===== src/rtl/dmem_arbiter.sv =====
// -----------------------------------------------------------------------------
// dmem_arbiter
//
// Shares one single-port data memory between two requesters. Port 0 is the
// core load/store path and port 1 is the debug/loader path. Requests use a
// req/ack handshake and are served strictly one at a time, round-robin:
//
//   IDLE   : pick a winner, latch its command (we/addr/wdata)
//   ACCESS : drive the memory from the latched command for one cycle;
//            read data is captured at the closing edge
//   DONE   : registered one-cycle ack to the winner, then back to IDLE
//
// One access therefore takes three cycles, and a requester that keeps req
// high after its ack competes again in the next IDLE cycle.
//
// Optional build macro: DMEM_ARB_LOCK_EN
//   Adds input lock0, latched with each port 0 command. A port 0 access
//   that completes with lock0=1 makes port 0 the only grantable port until
//   a port 0 access completes with lock0=0 (atomic read-modify-write).
//   Without the macro there is no lock0 port and arbitration is pure
//   round-robin.
//
// Ports
//   clk, nReset            clock, synchronous active-low reset
//   req0/we0/addr0/wdata0  port 0 command (held stable while req0 is high)
//   lock0                  port 0 lock request (DMEM_ARB_LOCK_EN only)
//   ack0, rdata0           port 0 completion pulse and captured read data
//   req1/.../rdata1        same for port 1
//   mem_we/mem_addr/mem_wdata  memory command, mem_we only high in ACCESS
//   mem_rdata              combinational memory read data
//   busy                   high while an access is in flight (ACCESS, DONE)
// -----------------------------------------------------------------------------
module dmem_arbiter #(
  parameter int DATA_WIDTH = 8,
  parameter int ADDR_WIDTH = 8
) (
  input  logic                  clk,
  input  logic                  nReset,
  input  logic                  req0,
  input  logic                  we0,
  input  logic [ADDR_WIDTH-1:0] addr0,
  input  logic [DATA_WIDTH-1:0] wdata0,
`ifdef DMEM_ARB_LOCK_EN
  input  logic                  lock0,
`endif
  output logic                  ack0,
  output logic [DATA_WIDTH-1:0] rdata0,
  input  logic                  req1,
  input  logic                  we1,
  input  logic [ADDR_WIDTH-1:0] addr1,
  input  logic [DATA_WIDTH-1:0] wdata1,
  output logic                  ack1,
  output logic [DATA_WIDTH-1:0] rdata1,
  output logic                  mem_we,
  output logic [ADDR_WIDTH-1:0] mem_addr,
  output logic [DATA_WIDTH-1:0] mem_wdata,
  input  logic [DATA_WIDTH-1:0] mem_rdata,
  output logic                  busy
);

  typedef enum logic [1:0] {
    IDLE   = 2'd0,
    ACCESS = 2'd1,
    DONE   = 2'd2
  } state_t;

  state_t                  state_reg;
  state_t                  state_next;

  // Port that was granted most recently; reset to 1 so port 0 wins the
  // first tie.
  logic                    last_grant_reg;
  // Port whose command is currently in flight.
  logic                    winner_reg;

  // Command registers. mem_addr/mem_wdata are driven straight from these, so
  // they naturally hold their last value outside ACCESS.
  logic                    cmd_we_reg;
  logic [ADDR_WIDTH-1:0]   cmd_addr_reg;
  logic [DATA_WIDTH-1:0]   cmd_wdata_reg;

  logic                    grant_valid;
  logic                    grant_port;
  logic                    port1_blocked;

  // Per-port views of the request inputs so the command mux is indexed.
  logic [1:0]              req_vec;
  logic [1:0]              we_vec;
  logic [ADDR_WIDTH-1:0]   addr_vec  [2];
  logic [DATA_WIDTH-1:0]   wdata_vec [2];

  assign req_vec      = {req1, req0};
  assign we_vec       = {we1, we0};
  assign addr_vec[0]  = addr0;
  assign addr_vec[1]  = addr1;
  assign wdata_vec[0] = wdata0;
  assign wdata_vec[1] = wdata1;

  // ---------------------------------------------------------------------------
  // Optional lock: port 0 may hold the memory across several accesses.
  // ---------------------------------------------------------------------------
`ifdef DMEM_ARB_LOCK_EN
  logic lock_own_reg;
  logic cmd_lock_reg;

  always_ff @(posedge clk) begin
    if (!nReset) begin
      lock_own_reg <= 1'b0;
      cmd_lock_reg <= 1'b0;
    end else begin
      if (grant_valid && (grant_port == 1'b0)) begin
        cmd_lock_reg <= lock0;
      end
      // Ownership only changes when a port 0 access actually completes.
      if ((state_reg == ACCESS) && (winner_reg == 1'b0)) begin
        lock_own_reg <= cmd_lock_reg;
      end
    end
  end

  assign port1_blocked = lock_own_reg;
`else
  assign port1_blocked = 1'b0;
`endif

  // ---------------------------------------------------------------------------
  // Next-state and arbitration
  // ---------------------------------------------------------------------------
  always_comb begin
    state_next  = state_reg;
    grant_valid = 1'b0;
    grant_port  = 1'b0;

    case (state_reg)
      IDLE: begin
        if (req_vec[0] && req_vec[1] && !port1_blocked) begin
          // Contention: the port that did not win last time goes now.
          grant_valid = 1'b1;
          grant_port  = ~last_grant_reg;
        end else if (req_vec[0]) begin
          grant_valid = 1'b1;
          grant_port  = 1'b0;
        end else if (req_vec[1] && !port1_blocked) begin
          grant_valid = 1'b1;
          grant_port  = 1'b1;
        end

        if (grant_valid) begin
          state_next = ACCESS;
        end
      end

      ACCESS: begin
        state_next = DONE;
      end

      // Requests are not looked at here; a requester that keeps req high
      // is picked up again in the following IDLE cycle.
      DONE: begin
        state_next = IDLE;
      end

      default: begin
        state_next = IDLE;
      end
    endcase
  end

  // ---------------------------------------------------------------------------
  // State and command registers
  // ---------------------------------------------------------------------------
  always_ff @(posedge clk) begin
    if (!nReset) begin
      state_reg      <= IDLE;
      last_grant_reg <= 1'b1;
      winner_reg     <= 1'b0;
      cmd_we_reg     <= 1'b0;
      cmd_addr_reg   <= '0;
      cmd_wdata_reg  <= '0;
    end else begin
      state_reg <= state_next;
      if (grant_valid) begin
        last_grant_reg <= grant_port;
        winner_reg     <= grant_port;
        cmd_we_reg     <= we_vec[grant_port];
        cmd_addr_reg   <= addr_vec[grant_port];
        cmd_wdata_reg  <= wdata_vec[grant_port];
      end
    end
  end

  // ---------------------------------------------------------------------------
  // Per-port completion: registered ack and read-data capture
  // ---------------------------------------------------------------------------
  genvar gi;
  generate
    for (gi = 0; gi < 2; gi++) begin : g_port
      localparam logic PORT_ID = 1'(gi);

      logic                  ack_reg;
      logic [DATA_WIDTH-1:0] rdata_reg;

      always_ff @(posedge clk) begin
        if (!nReset) begin
          ack_reg   <= 1'b0;
          rdata_reg <= '0;
        end else begin
          // The ack lands in DONE: it is set on the edge that closes ACCESS.
          ack_reg <= (state_reg == ACCESS) && (winner_reg == PORT_ID);
          if ((state_reg == ACCESS) && (winner_reg == PORT_ID) && !cmd_we_reg) begin
            rdata_reg <= mem_rdata;
          end
        end
      end
    end
  endgenerate

  assign ack0   = g_port[0].ack_reg;
  assign rdata0 = g_port[0].rdata_reg;
  assign ack1   = g_port[1].ack_reg;
  assign rdata1 = g_port[1].rdata_reg;

  // ---------------------------------------------------------------------------
  // Memory interface
  // ---------------------------------------------------------------------------
  assign mem_we    = (state_reg == ACCESS) && cmd_we_reg;
  assign mem_addr  = cmd_addr_reg;
  assign mem_wdata = cmd_wdata_reg;
  assign busy      = (state_reg != IDLE);

endmodule

===== config.mk =====
export PLATFORM = sky130hd
export DESIGN_NAME = dmem_arbiter
export DESIGN_NICKNAME = d
export VERILOG_FILES = /design/src/rtl/dmem_arbiter.sv
export SDC_FILE = /design/constraint.sdc
export NUM_CORES = 1
export LEC_CHECK = 0
export BUFFER_PORTS_ARGS = -buffer_cell sky130_fd_sc_hd__buf_4
export CAP_MARGIN = 10
export CORE_MARGIN = 2
export CORE_UTILIZATION = 41
export DETAILED_ROUTE_END_ITERATION = 10
export MAX_ROUTING_LAYER = met4
export PLACE_DENSITY_LB_ADDON = 0.2
export SLEW_MARGIN = 20
export SYNTH_ARGS = -nofsm -noshare
export SYNTH_HDL_FRONTEND = slang
export SYNTH_SLANG_ARGS = --single-unit

===== constraint.sdc =====
create_clock -name clk -period 3.31 [get_ports clk]
set_clock_uncertainty 0.15 [all_clocks]
set_input_delay 0.993 -clock clk [delete_from_list [all_inputs] [get_ports clk]]
set_output_delay 0.993 -clock clk [all_outputs]
set_load 0.1 [all_outputs]

==> flow_summary.toml <==
[yosys]
synthAdderAreaFrac = 0
async_flop_share = 0
synthXorXnorAreaFrac = 0
ys_seq_area_frac = 0.4615
synth_cell_types = 28
netlist_instances = 180
synth.area.mux_share = 0.04734
yosysTopAreaCellShare = 0.4615
ys.flop_type = "dfxtp_1"
synth_top_family_by_area = "compound AO/OA/AOI/OAI gates"
ys_ff_latch = 39
syn_avg_cell_area_um2 = 9.398
synth_nets = 226
synth_most_common_cell = "dfxtp_1"
synth_warnings = 0
syn_area_um2 = 1692
synthSimpleGateAreaFrac = 0.1694
synth_area_leaders = "dfxtp_1 (46%), o32ai_2 (8.7%), a21oi_1 (7.7%), nor2_1 (5.5%), mux2i_1 (4.7%)"
synth_common_cells = "dfxtp_1 (39), a21oi_1 (26), nor2_1 (25), inv_1 (18), nand2_1 (17)"
synth_edf_count = 0
synth_compound_area_frac = 0.2322
synth_top_area_cell = "dfxtp_1"

[critical_path]
cp-endpoint = "busy"
crit_required_ps = 2170
r2r_start = "state_reg[1]"
critPathMaxFanout = 20
ff2ff_path_depth = 5
crit_buf_inv = 3
crit_start = "state_reg[1]"
r2r_end = "mem_wdata[3]"
crit_cells = 4
arrival_ps = 1520
slowest_stage = "dfxtp_1"
crit_chain = "nor2_4, buf_4, inv_1, buf_4"
worstSetupPathType = "flop to output pin"
rrSetupSlack_ps = 1410
crit_path_frequent_cell = "buf_4"
critPathTopFamily = "buffers and inverters"
cp_slowest_stage_delay_ps = 430
worstSetupEndpointType = "output pin"
setup.worst_path.start_class = "flop"

[drt]
drtIter0Drc = 87
drc = 0
ant_nets = 0
wl_per_cell_um = 12.63
routed_wl_mm = 3.915
via_count = 1511
first_pass_iters = 4
viasPerCell = 4.874

[cts]
postCtsHoldBufs = 0
clk_latency_ps = 280
cts_root_buf = "clkbuf_8"
clockBufferDepth = 2
cts_buffers = 5
clkTransAtPathRegs_ps = 70
cts_tree = "built"
cts_resized = 0
cts_max_level = 2
numClockSinks = 39
postCtsSetupBuffers = 0

[sta]
tightest_slew_ps = 706.3
final-hold-violation-count = 0
tns_ps = 0
max_freq_ghz = 0.3761
report.final.slew_viol_count = 0
worst_slack_ps = 651.3
layout_min_cycle_time_ps = 2659
relSlewSlack = 0.5279
finalSetupViolCount = 0
rsz0062_at_grt = "no"
layout_worst_path_cycle_share = 0.8032

[placed_design]
hpwlAfterDp_mm = 2.859
gp_congestion = 0.6630
port_buffers = 81
place_area_um2 = 2290
preCtsSetupSlack_ps = 958.2

[global_route]
grt_max_degree = 21
grt_pass1_wl_mm = 5.947
grt_pass1_vias = 1319
gr-usage-all-layers = 0.1777
antenna_found_initial = 0
grt_overflow = 0

[cells_and_area]
layout.nets = 305
drive_above_1_share = 0.4038
diodes = 0
area_growth_pct = 40.16
utilization = 0.5970
nFillCells = 373
final_area_um2 = 2371

[die]
core_um2 = 3971
dieArea_um2 = 4656
ios = 82
die_x_um = 68.24
rows = 23
start_util = 0.4260
die_y_um = 68.24

[power]
power.total_uw = 1284
p_leak_uw = 0.001038
p_per_area_nw_per_um2 = 541.5
ir_drop_mv = 0.2801

[min_path]
worstHoldPathType = "flop to flop"

[job]
drv_cap = 0

[status]
status = "complete, no violations"
report_power, final:
part / switching, uW / total (uW) / internal [uW]
sequential: 21.9 / 527 / 505
combinational: 330 / 455 / 125
clock: 154 / 302 / 148
total: 506 / 1280 / 777
worst min path at each step:
| stage | slack [ps] | start | cells past startpoint | endpoint |
|---|---|---|---|---|
| floorplan | 300 | winner_reg | 1 | ack0 |
| global placement | 290 | rdata0[2] | 2 | rdata0[2] |
| detailed placement | 300 | mem_wdata[0] | 2 | mem_wdata[0] |
| CTS | 310 | rdata0[1] | 2 | rdata0[1] |
| global route | 330 | rdata0[2] | 2 | rdata0[2] |
| finish | 310 | rdata0[1] | 2 | rdata0[1] |
layout make-up:
type / instances / area (um^2) / share of cell area
Tap cell: 50 / 62.56 / 0.02639
Inverter: 19 / 71.32 / 0.03008
Sequential cell: 39 / 780.7 / 0.3293
Timing Repair Buffer: 82 / 615.6 / 0.2596
Multi-Input combinational cell: 112 / 759.5 / 0.3203
Clock inverter: 1 / 5.005 / 0.002111
Clock buffer: 7 / 76.32 / 0.03219
worst reg2reg max path: stages, from the launching register on:
cell,delay (ps)
dfxtp_1,360
nor2_4,110
buf_4,250
inv_1,180
o21ai_4,520
o32ai_1,190
through the flow:
stage                     hold slack (ps)  instances
after floorplan                     301.4        180
after global placement              294.7        302
after global routing                325.2        310
final                               305.9        310
after CTS                           309.1        310
after detailed placement            298.8        302
layer usage:
layer / share of wire / track usage / vias up / routed length [um]
li1: - / - / 781 / -
met1: 0.46 / 0.2206 / 674 / 1793
met2: 0.47 / 0.2706 / 49 / 1834
met3: 0.060 / 0.04934 / 7 / 234
met4: 0.014 / 0.07500 / 0 / 53
met5: 0 / - / - / 0
cells in the final DEF (no fill, tap or decap), types with 5 or more instances in the layout:
cell type | netlist | routed
clkbuf_8 | 0 | 5
nand2_1 | 17 | 17
o32ai_2 | 9 | 9
o32ai_1 | 7 | 7
nor2_1 | 25 | 25
a21oi_1 | 26 | 26
inv_1 | 18 | 18
buf_4 | 2 | 82
dfxtp_1 | 39 | 39
mux2i_1 | 8 | 8
kinds of logic (layout without fill, tap and decap cells):
group           after synthesis  after routing
compound gates               47             47
buf+inv                      29            109
flops                        39             39
mux                           8              8
simple gates                 57             57
No activity file was read; power rests on OpenSTA's default activity.
